$ cat config.mk
export PLATFORM = sky130hd
export DESIGN_NAME = twos_comp_decoder_flat
export DESIGN_NICKNAME = d
export VERILOG_FILES = /design/src/rtl/twc_pkg.sv /design/src/rtl/twos_comp_decoder_if.sv /design/src/rtl/twc_bit_cell.sv /design/src/rtl/twos_comp_decoder.sv /design/src/flat_wrapper.sv
export SDC_FILE = /design/constraint.sdc
export NUM_CORES = 1
export LEC_CHECK = 0
export CORE_MARGIN = 2
export CORE_UTILIZATION = 64
export DETAILED_ROUTE_END_ITERATION = 8
export DONT_BUFFER_PORTS = 1
export MAX_ROUTING_LAYER = met4
export PLACE_DENSITY = 0.8
export REMOVE_ABC_BUFFERS = 1
export SETUP_SLACK_MARGIN = 0.1
export SLEW_MARGIN = 20
export SYNTH_ARGS = -nofsm -noshare
export SYNTH_HDL_FRONTEND = slang
export SYNTH_SLANG_ARGS = --single-unit
$ cat constraint.sdc
create_clock -name t_clk -period 4 [get_ports t_clk]
set_clock_uncertainty 0.05 [all_clocks]
set_input_delay 0.8 -clock t_clk [delete_from_list [all_inputs] [get_ports t_clk]]
set_output_delay 0.8 -clock t_clk [all_outputs]
set_load 0.02 [all_outputs]
$ cat src/rtl/twc_pkg.sv
// Shared constants for the bit-serial two's-complement to sign/magnitude decoder.
//   DEF_WIDTH / DEF_CNT_W : default data width and bit-counter width
//   state_e               : FSM encoding (IDLE=0, SHIFT=1, DONE=2)
package twc_pkg;

  localparam int unsigned DEF_WIDTH = 12;
  localparam int unsigned DEF_CNT_W = 4;

  typedef enum logic [1:0] {
    ST_IDLE  = 2'd0,
    ST_SHIFT = 2'd1,
    ST_DONE  = 2'd2
  } state_e;

endpackage

$ cat src/rtl/twos_comp_decoder_if.sv
// Valid/ready bus for twos_comp_decoder.
//   input side : in_valid, in_ready, in_data (two's-complement operand)
//   output side: out_valid, out_ready, out_sign, out_mag, out_min
//   master = producer/consumer environment, slave = decoder
interface twos_comp_decoder_if
  import twc_pkg::*;
#(
  parameter int unsigned WIDTH = DEF_WIDTH
);

  logic             in_valid;
  logic             in_ready;
  logic [WIDTH-1:0] in_data;
  logic             out_valid;
  logic             out_ready;
  logic             out_sign;
  logic [WIDTH-1:0] out_mag;
  logic             out_min;

  modport master (
    output in_valid, in_data, out_ready,
    input  in_ready, out_valid, out_sign, out_mag, out_min
  );

  modport slave (
    input  in_valid, in_data, out_ready,
    output in_ready, out_valid, out_sign, out_mag, out_min
  );

endinterface

$ cat src/rtl/twc_bit_cell.sv
// Serial negate cell: remembers whether a 1 has been seen in the current word
// and inverts every later bit when the operand is negative.
//   clk, rst_n : clock, async active-low reset
//   start      : clears the seen-one flag for a new word
//   en         : one bit is processed this cycle
//   b, sign    : current operand bit, operand sign
//   out_bit_c  : decoded bit (combinational)
module twc_bit_cell (
  input  logic clk,
  input  logic rst_n,
  input  logic start,
  input  logic en,
  input  logic b,
  input  logic sign,
  output logic out_bit_c
);

  logic seen_one_q;
  logic seen_one_d;

  // Set-only flag; start has priority so a new word never inherits state
  always_comb begin
    seen_one_d = seen_one_q;
    if (start) begin
      seen_one_d = 1'b0;
    end else if (en) begin
      seen_one_d = seen_one_q | b;
    end
  end

  always_ff @(posedge clk or negedge rst_n) begin
    if (!rst_n) begin
      seen_one_q <= 1'b0;
    end else begin
      seen_one_q <= seen_one_d;
    end
  end

  // Bits up to and including the first 1 pass through, later ones invert
  assign out_bit_c = b ^ (sign & seen_one_q);

endmodule

$ cat src/rtl/twos_comp_decoder.sv
// Bit-serial two's-complement to sign/magnitude decoder, LSB first.
//   t_clk, t_rst_n : clock, async active-low reset
//   bus (slave)    : in_valid/in_ready/in_data accept side,
//                    out_valid/out_ready/out_sign/out_mag/out_min result side
module twos_comp_decoder
  import twc_pkg::*;
#(
  parameter int unsigned WIDTH = DEF_WIDTH,
  parameter int unsigned CNT_W = DEF_CNT_W
) (
  input  logic          t_clk,
  input  logic          t_rst_n,
  twos_comp_decoder_if.slave bus
);

  localparam logic [WIDTH-1:0] MIN_MAG = {1'b1, {(WIDTH-1){1'b0}}};

  state_e           state_q, state_d;
  logic [CNT_W-1:0] count_q, count_d;
  logic             sign_q, sign_d;
  logic [WIDTH-1:0] sreg_q, sreg_d;
  logic [WIDTH-1:0] mag_q, mag_d;
  logic             out_sign_q, out_sign_d;
  logic             min_q, min_d;
  logic             in_ready_q, in_ready_d;
  logic             out_valid_q, out_valid_d;

  logic             start_c;
  logic             en_c;
  logic             bit_c;

  twc_bit_cell u_cell (
    .clk       (t_clk),
    .rst_n     (t_rst_n),
    .start     (start_c),
    .en        (en_c),
    .b         (sreg_q[0]),
    .sign      (sign_q),
    .out_bit_c (bit_c)
  );

  // Next-state, datapath and registered handshake outputs
  always_comb begin
    state_d    = state_q;
    count_d    = count_q;
    sign_d     = sign_q;
    sreg_d     = sreg_q;
    mag_d      = mag_q;
    out_sign_d = out_sign_q;
    min_d      = min_q;
    start_c    = 1'b0;
    en_c       = 1'b0;

    case (state_q)
      ST_IDLE: begin
        if (bus.in_valid) begin
          sreg_d  = bus.in_data;
          sign_d  = bus.in_data[WIDTH-1];
          count_d = '0;
          start_c = 1'b1;
          state_d = ST_SHIFT;
        end
      end
      ST_SHIFT: begin
        en_c       = 1'b1;
        sreg_d     = sreg_q >> 1;
        mag_d      = {bit_c, mag_q[WIDTH-1:1]};
        out_sign_d = sign_q;
        count_d    = count_q + CNT_W'(1);
        if (count_q == CNT_W'(WIDTH-1)) begin
          // Only a negative operand can decode to the lone-MSB magnitude
          min_d   = sign_q && (mag_d == MIN_MAG);
          state_d = ST_DONE;
        end
      end
      ST_DONE: begin
        if (bus.out_ready) begin
          state_d = ST_IDLE;
        end
      end
      default: begin
        state_d = ST_IDLE;
      end
    endcase

    in_ready_d  = (state_d == ST_IDLE);
    out_valid_d = (state_d == ST_DONE);
  end

  always_ff @(posedge t_clk or negedge t_rst_n) begin
    if (!t_rst_n) begin
      state_q     <= ST_IDLE;
      count_q     <= '0;
      sign_q      <= 1'b0;
      sreg_q      <= '0;
      mag_q       <= '0;
      out_sign_q  <= 1'b0;
      min_q       <= 1'b0;
      in_ready_q  <= 1'b1;
      out_valid_q <= 1'b0;
    end else begin
      state_q     <= state_d;
      count_q     <= count_d;
      sign_q      <= sign_d;
      sreg_q      <= sreg_d;
      mag_q       <= mag_d;
      out_sign_q  <= out_sign_d;
      min_q       <= min_d;
      in_ready_q  <= in_ready_d;
      out_valid_q <= out_valid_d;
    end
  end

  assign bus.in_ready  = in_ready_q;
  assign bus.out_valid = out_valid_q;
  assign bus.out_sign  = out_sign_q;
  assign bus.out_mag   = mag_q;
  assign bus.out_min   = min_q;

endmodule

$ cat src/flat_wrapper.sv
// flat-port wrapper written by rule: the top's interface ports become plain ports
module twos_comp_decoder_flat import twc_pkg::*;
#(
  parameter int unsigned WIDTH = DEF_WIDTH,
  parameter int unsigned CNT_W = DEF_CNT_W
)
  (t_clk, t_rst_n, bus_in_valid, bus_in_data, bus_out_ready, bus_in_ready, bus_out_valid, bus_out_sign, bus_out_mag, bus_out_min);
  twos_comp_decoder_if #(.WIDTH(WIDTH)) bus_i ();
  input  logic t_clk;
  input  logic t_rst_n;
  input wire logic [$bits(bus_i.in_valid)-1:0] bus_in_valid;
  input wire logic [$bits(bus_i.in_data)-1:0] bus_in_data;
  input wire logic [$bits(bus_i.out_ready)-1:0] bus_out_ready;
  output wire logic [$bits(bus_i.in_ready)-1:0] bus_in_ready;
  output wire logic [$bits(bus_i.out_valid)-1:0] bus_out_valid;
  output wire logic [$bits(bus_i.out_sign)-1:0] bus_out_sign;
  output wire logic [$bits(bus_i.out_mag)-1:0] bus_out_mag;
  output wire logic [$bits(bus_i.out_min)-1:0] bus_out_min;
  assign bus_i.in_valid = bus_in_valid;
  assign bus_i.in_data = bus_in_data;
  assign bus_i.out_ready = bus_out_ready;
  assign bus_in_ready = bus_i.in_ready;
  assign bus_out_valid = bus_i.out_valid;
  assign bus_out_sign = bus_i.out_sign;
  assign bus_out_mag = bus_i.out_mag;
  assign bus_out_min = bus_i.out_min;
  twos_comp_decoder #(.WIDTH(WIDTH), .CNT_W(CNT_W)) u_core (.t_clk(t_clk), .t_rst_n(t_rst_n), .bus(bus_i));
endmodule
==> results.py <==
metrics = {
    "outcome": {
        "status": "complete, no violations",
    },
    "setup_path": {
        "r2r-start": "u_core.state_q[1]$_DFF_PN0_",
        "path_class": "reg -> out",
        "reg2reg_to": "u_core.sign_q$_DFFE_PN0P_",
        "cp-end-kind": "primary output",
        "start_kind": "register",
        "cp_max_fo": 1,
        "r2r_setup_slack_ps": 2530,
        "worst_ep_arrival_time_ps": 920,
        "worstPathRequired_ps": 3150,
        "rr_worst_depth": 3,
    },
    "clocking": {
        "clkTransAtPathRegs_ps": 100,
        "htree_levels": 2,
        "cts_tree": "yes",
        "cts_made_buffers": 5,
        "cts_repair_resize_count": 0,
        "cts_hold_buf": 0,
        "cts_buffer_depth": 2,
        "cts_setup_buffers": 0,
        "cts_root_buf": "clkbuf_4",
        "cts_sinks": 36,
        "clkLatencyLatePin_ps": 330,
    },
    "synthesis": {
        "syn-cell-area_sq_mm": 0.001590,
        "synth_seq_cells": 36,
        "ys.flop_type": "dfrtp_1",
        "async_reset_ff_share_pct": 100.0,
        "synth.distinct_cells": 30,
        "netlist_instances": 161,
        "synth_edf_count": 0,
        "ys_warn_count": 0,
        "synth_area_per_cell_sq_um": 9.877,
        "yosysSeqAreaShare_pct": 56.73,
    },
    "global_route": {
        "grt_pass1_vias": 1060,
        "grt_max_degree": 37,
        "antenna_found_initial": 0,
        "gr-total-overflow": 0,
        "grt_use_total_pct": 24.48,
        "grt_pass1_wl_um": 4781,
    },
    "power": {
        "irDropWorstVdd_mv": 0.4826,
        "powerDensity_mw_per_mm2": 873.1,
        "p_leak_nw": 0.7371,
    },
    "detailed_routing": {
        "drtPass1Iterations": 4,
        "drt_iter0_drc": 17,
        "postRouteWirelength_um": 2934,
        "viasPerCell": 6.180,
        "route.vias.total": 1168,
        "post_drt_wl_per_cell_um": 15.52,
        "postRouteAntennaNets": 0,
        "drc": 0,
    },
    "placement": {
        "portBuffers": 0,
        "gp_congestion": 0.7441,
        "place_hpwl_um": 1970,
    },
    "layout": {
        "drive_gt1_share_pct": 6.918,
        "antenna-diode-count": 0,
        "syn_to_final_growth_pct": 1.731,
        "fin_nets": 175,
    },
    "floorplanning": {
        "dieArea_sq_mm": 0.002899,
        "die_h_um": 53.85,
        "row_count": 18,
        "initial_core_util_pct": 65.99,
        "die_x_um": 53.85,
        "coreArea_sq_mm": 0.002410,
        "ios": 32,
    },
    "timing": {
        "hold_viol_final": 0,
        "relSlewSlack_pct": 71.60,
        "fin_tns_setup_ps": 0,
        "slew_viol_final": 0,
        "min_period_over_period_pct": 44.35,
        "rsz0062_at_grt": "no",
        "holdWs_ps": 96.22,
        "finalCriticalPeriod_ps": 1774,
        "clock.fmax_mhz": 563.7,
        "finalSetupViolations": 0,
        "tightest_slew_ps": 425.5,
    },
    "hold_path": {
        "hold_path_class": "in -> async",
    },
    "job": {
        "max-cap-violations": 0,
    },
}
==> registers in the layout, summed over array words and instances, names as in the netlist <==
name,flops
u_core.bus.out_sign,1
u_core.u_cell.seen_one_q,1
u_core.sign_q,1
u_core.bus.out_mag,12
u_core.state_q,2
u_core.bus.out_valid,1
u_core.sreg_q,12
u_core.count_q,4
u_core.bus.out_min,1
u_core.bus.in_ready,1
==> Yosys cell counts, drive strengths merged, types with 2 or more instances <==
library cell | count | area [sq um]
nand2 | 42 | 157.7
dfrtp | 35 | 875.8
o22ai | 22 | 137.6
a21oi | 14 | 70.07
buf | 9 | 65.06
o21ai | 8 | 40.04
nor2 | 4 | 15.01
inv | 3 | 11.26
nand2b | 3 | 28.78
a22o | 2 | 17.52
mux2i | 2 | 20.02
nand3 | 2 | 10.01
nor4 | 2 | 12.51
==> final cells by class <==
class / count / area [sq um]
flip-flops and latches: 36 / 902.1
clock buffers: 8 / 58.81
inverters: 3 / 11.26
well taps: 30 / 37.54
fillers: 178 / 792.0
multi-input cells: 112 / 608.1
==> metal layers <==
metal	routed length, um	vias up	share of wire (%)	track usage, %
met5	0	-	0	-
met4	50	0	1.7	11.54
met3	153	6	5.2	9.722
met2	1358	32	46	32.93
met1	1371	563	47	32.22
li1	-	567	-	-
==> how the worst max path moves through the flow <==
stage | cells past startpoint | end | start
floorplan | 3 | u_core.sign_q$_DFFE_PN0P_ | bus_in_valid
global placement | 3 | u_core.sign_q$_DFFE_PN0P_ | bus_in_valid
detailed placement | 3 | u_core.sign_q$_DFFE_PN0P_ | bus_in_valid
CTS | 0 | bus_in_ready | u_core.bus.in_ready$_DFF_PN1_
global route | 0 | bus_in_ready | u_core.bus.in_ready$_DFF_PN1_
finish | 0 | bus_in_ready | u_core.bus.in_ready$_DFF_PN1_
==> report_power, final <==
group          internal (mW)  switching, mW  total, mW
logic                  0.182          0.248      0.430
registers              0.533          0.251      0.784
clock network         0.0868          0.112      0.199
==> layout by cell type (no fill, tap or decap), types with 2 or more instances in the layout <==
cell type and instances:
o22ai_1 22, nor4_1 2, nand2_1 42, a22o_1 2
dfrtp_1 35, inv_1 3, clkbuf_4 5, a21oi_1 14
mux2i_1 2, nand3_1 2, nor2_1 4, clkbuf_1 2
o21ai_0 8
==> kinds of logic (layout without fill, tap and decap cells) <==
group	after synthesis	in the layout	synth area share, %
xor+xnor	1	1	0.5508
simple gates	58	58	16.37
fa+ha+maj	1	1	0.7867
compound gates	49	49	18.57
buf+inv	13	11	5.035
flops	36	36	56.73
mux	3	3	1.967
==> through the flow <==
stage | util, % | setup slack, ps | instances | power (mW) | cell area, sq um
floorplan | - | 2457 | 151 | 1.103 | 1521
global placement | 64.69 | 2412 | 181 | 1.187 | 1559
detailed placement | 64.69 | 2385 | 181 | 1.221 | 1559
CTS | 67.13 | 2212 | 189 | 1.417 | 1618
global route | 67.13 | 2181 | 189 | 1.521 | 1618
finish | 67.13 | 2226 | 189 | 1.413 | 1618
(Power assumes the default switching activity.)
